<file path="src/rtl/basys_top.sv">
// Demo top for the Basys 4-digit seven-segment display. It shows a 16-bit
// counter as hex digits; the counter advances once per divided-clock period.
module basys_top #(
  parameter int DIV_HALF   = 4,
  parameter int SCAN_SHIFT = 2
) (
  input  logic       clk,
  input  logic       reset,
  input  logic       resetClk,
  output logic [6:0] seg,
  output logic       clkDiv,
  output logic [3:0] an
);

  localparam int DW = (DIV_HALF > 1) ? $clog2(DIV_HALF) : 1;
  localparam int SW = SCAN_SHIFT + 2;
  localparam logic [DW-1:0] DIV_LAST = DW'(DIV_HALF - 1);

  logic [DW-1:0] div_cnt_reg, div_cnt_next;
  logic          clkdiv_reg, clkdiv_next;
  logic          tick_reg, tick_next;
  logic          div_wrap;

  logic [15:0]   value_reg, value_next;
  logic [SW-1:0] scan_reg, scan_next;
  logic [1:0]    sel;
  logic [3:0]    nib [4];
  logic [3:0]    digit;

  // Divider domain: cleared only by resetClk.
  always_ff @(posedge clk or negedge resetClk) begin
    if (!resetClk) begin
      div_cnt_reg <= '0;
      clkdiv_reg  <= 1'b0;
      tick_reg    <= 1'b0;
    end else begin
      div_cnt_reg <= div_cnt_next;
      clkdiv_reg  <= clkdiv_next;
      tick_reg    <= tick_next;
    end
  end

  always_comb begin
    div_wrap     = (div_cnt_reg == DIV_LAST);
    div_cnt_next = div_wrap ? '0 : div_cnt_reg + DW'(1);
    clkdiv_next  = clkdiv_reg ^ div_wrap;
    // Pulse only on the toggle that takes clkDiv from 0 to 1.
    tick_next    = div_wrap & ~clkdiv_reg;
  end

  // Value and scan: cleared only by reset.
  always_ff @(posedge clk or negedge reset) begin
    if (!reset) begin
      value_reg <= 16'h0000;
      scan_reg  <= '0;
    end else begin
      value_reg <= value_next;
      scan_reg  <= scan_next;
    end
  end

  always_comb begin
    value_next = tick_reg ? value_reg + 16'd1 : value_reg;
    scan_next  = scan_reg + SW'(1);
  end

  assign sel = scan_reg[SW-1 -: 2];

  generate
    for (genvar gi = 0; gi < 4; gi++) begin : g_digit
      assign nib[gi] = value_reg[4*gi +: 4];
      assign an[gi]  = (sel != 2'(gi));
    end
  endgenerate

  assign digit  = nib[sel];
  assign clkDiv = clkdiv_reg;

  always_comb begin
    seg = 7'b1000000;
    case (digit)
      4'h0: seg = 7'b1000000;
      4'h1: seg = 7'b1111001;
      4'h2: seg = 7'b0100100;
      4'h3: seg = 7'b0110000;
      4'h4: seg = 7'b0011001;
      4'h5: seg = 7'b0010010;
      4'h6: seg = 7'b0000010;
      4'h7: seg = 7'b1111000;
      4'h8: seg = 7'b0000000;
      4'h9: seg = 7'b0010000;
      4'hA: seg = 7'b0001000;
      4'hB: seg = 7'b0000011;
      4'hC: seg = 7'b1000110;
      4'hD: seg = 7'b0100001;
      4'hE: seg = 7'b0000110;
      4'hF: seg = 7'b0001110;
      default: seg = 7'b1000000;
    endcase
  end

endmodule

</file>
<file path="config.mk">
export PLATFORM = sky130hd
export DESIGN_NAME = basys_top
export DESIGN_NICKNAME = d
export VERILOG_FILES = /design/src/rtl/basys_top.sv
export SDC_FILE = /design/constraint.sdc
export NUM_CORES = 1
export LEC_CHECK = 0
export ABC_AREA = 1
export CORE_MARGIN = 2
export CORE_UTILIZATION = 51
export DETAILED_ROUTE_END_ITERATION = 10
export PLACE_DENSITY = 0.82
export SYNTH_ARGS = -nofsm -noshare
export SYNTH_HDL_FRONTEND = slang
export SYNTH_SLANG_ARGS = --single-unit
</file>
<file path="constraint.sdc">
create_clock -name clk -period 1.9 [get_ports clk]
set_input_delay 0.57 -clock clk [delete_from_list [all_inputs] [get_ports clk]]
set_output_delay 0.57 -clock clk [all_outputs]
set_load 0.03 [all_outputs]
</file>
==> flow_metrics.env <==
export IMPL_status="complete, but fails checks"
export IMPL_violations="setup timing"
export IMPL_dp_slack_ps=-325
export IMPL_ys_seq_area_share_pct=37.3
export IMPL_finalHoldViolCount=0
export IMPL_viasPerCell=5.05
export IMPL_holdBufCountCts=0
export IMPL_rows=20
export IMPL_wirelength_um=4260
export IMPL_post_route_period_util_pct=134
export IMPL_wl_met3_um=144
export IMPL_yosys_warnings=0
export IMPL_numCtsBuffers=3
export IMPL_io_pins=15
export IMPL_antenna_found_initial=0
export IMPL_ys_types=21
export IMPL_antenna_left=0
export IMPL_setup_ws_ps=-652
export IMPL_mostFrequentLayoutCells="52 x nand2_1, 29 x buf_4, 23 x dfrtp_1, 18 x nand2_2, 18 x inv_1"
export IMPL_peakVddDrop_v=0.000632
export IMPL_power_density_mw_per_mm2=372
export IMPL_synth_seq_cells=24
export IMPL_cts_tree="done"
export IMPL_critPathKind="flip-flop to output pin"
export IMPL_largest_reg_flops=16
export IMPL_syn_inst=207
export IMPL_wire_per_inst_um=14.1
export IMPL_dr_wl_met2_um=2340
export IMPL_tightestPinTransition_ps=293
export IMPL_setup_viol=9
export IMPL_dp_hpwl_um=2680
export IMPL_p_leak_nw=1.22
export IMPL_finClkSkew_ps=9.49
export IMPL_cts_sinks=24
export IMPL_die_w_um=60.2
export IMPL_max_slew_margin_rel_pct=80.5
export IMPL_drv_cap=0
export IMPL_hp_class="primary input to asynchronous set/reset pin"
export IMPL_rsz0062_at_grt="yes"
export IMPL_max_freq_ghz=0.392
export IMPL_core_area_mm2=0.00303
export IMPL_top_layer="met4"
export IMPL_gr_usage_all_layers_pct=24.1
export IMPL_overflow=0
export IMPL_drive_gt1_share_pct=46.7
export IMPL_grt_max_degree=21
export IMPL_routed_via_count=1531
export IMPL_n_antenna_cell=0
export IMPL_fin_nets=273
export IMPL_start_kind="flip-flop"
export IMPL_slew_violations=0
export IMPL_placed_area_mm2=0.00206
export IMPL_syn_area_mm2=0.00161
export IMPL_clk_pin_slew_ps=140
export IMPL_wl_met1_um=1630
export IMPL_dr_pass1_iters=4
export IMPL_grt_pass1_wl_um=6390
export IMPL_syn_area_per_cell_um2=7.78
export IMPL_stdcell_area_mm2=0.00243
export IMPL_period_needed_ps=2550
export IMPL_clk_insertion_delay_late_ps=330
export IMPL_ctsHtreeMaxLevel=1
export IMPL_gp_congestion=0.814
export IMPL_clockBufferDepth=2
export IMPL_drc=0
export IMPL_end_kind="output pin"
export IMPL_crit_path_max_fanout=7
export IMPL_die_h_um=60.2
export IMPL_syn_to_final_growth_pct=51.2
export IMPL_first_global_vias=1446
export IMPL_critPathRequiredTime_ps=1330
export IMPL_final_common_cell="nand2_1"
export IMPL_port_buffers=14
export IMPL_dieArea_mm2=0.00362
export IMPL_syn_nets=220
export IMPL_cts_root_buf="clkbuf_4"
export IMPL_start_util_pct=53.2
export IMPL_drtIter0Drc=61
export IMPL_worstPathArrival_ps=1980
-- synth_stat cells, drive strengths merged --
master | instances | area (um2)
nand3 | 27 | 145
nand4 | 4 | 25.0
nand2 | 79 | 304
nor2 | 17 | 113
nand3b | 1 | 20.0
dfrtp | 24 | 601
o21ai | 2 | 10.0
inv | 24 | 92.6
xor2 | 8 | 70.1
xnor2 | 6 | 52.6
buf | 4 | 41.3
ha | 10 | 125
mux2 | 1 | 11.3
-- metrics by stage --
step                power [mW]  hold WS [ps]  instances  TNS (ps)  utilization [%]
floorplan                0.521           274        207      -883                -
global placement         0.536           415        285     -1860             68.1
detailed placement       0.536           423        285     -2060             68.1
CTS                      0.908           410        296     -4010             74.5
global route             0.922           420        303     -4940             80.4
finish                   0.905           407        303     -4370             80.4
-- worst max-delay path, cell delays in order (launching register included) --
cell	delay (ps)
dfrtp_2	520
buf_6	150
nand3_4	50
nand2_2	60
nor2_4	170
buf_6	120
ha_4	160
inv_4	50
nand2_1	80
nand3_2	100
nand2_4	70
buf_6	120
-- final timing paths --
check                                          from                        end  slack, ps  depth (start not counted)
max                           scan_reg[3]$_DFF_PN0_                     seg[3]       -650                         11
min                                        resetClk   div_cnt_reg[1]$_DFF_PN0_        410                          1
max reg2reg                value_reg[0]$_DFFE_PN0P_  value_reg[12]$_DFFE_PN0P_        420                          7
min reg2reg                div_cnt_reg[0]$_DFF_PN0_   div_cnt_reg[0]$_DFF_PN0_        450                          1
max in group asynchronous                     reset      scan_reg[3]$_DFF_PN0_       1100                          2
min in group clk           div_cnt_reg[0]$_DFF_PN0_   div_cnt_reg[0]$_DFF_PN0_        450                          1
-- logic make-up (layout without fill, tap and decap cells) --
family	Yosys count	count (layout)	share of synthesized area (%)
buffers and inverters	28	78	8.31
adder cells (fa/ha/maj)	10	10	7.77
XOR/XNOR	14	14	7.61
flip-flops	24	24	37.3
multiplexers	1	1	0.699
AO/OA/AOI/OAI	2	2	0.622
AND/OR/NAND/NOR	128	130	37.7
-- layout make-up --
type / count / area, um2
clock buffer: 3 / 22.5
inverter: 24 / 103
tap: 44 / 55.1
fill: 175 / 593
multi-input combinational: 157 / 1160
timing repair buffer: 50 / 458
sequential: 24 / 602
clock inverter: 1 / 30.0
-- power breakdown --
part | switching [mW] | total [mW] | internal (mW)
logic | 0.00995 | 0.0149 | 0.00498
clock network | 0.165 | 0.379 | 0.214
registers | 0 | 0.511 | 0.511
-- layer usage --
| metal | GRT usage, % | up-vias |
|---|---|---|
| met2 | 45.8 | 38 |
| met5 | 0 | - |
| met4 | 8.25 | 0 |
| met1 | 26.6 | 726 |
| li1 | - | 754 |
| met3 | 4.11 | 13 |
-- what timing repair did --
action	4_1_cts	5_1_grt
setup endpoints to repair	10	10
setup buffers	5	7
gates resized for setup	32	30
pin swaps	2	15
gates cloned	2	0
(Power assumes the default switching activity.)
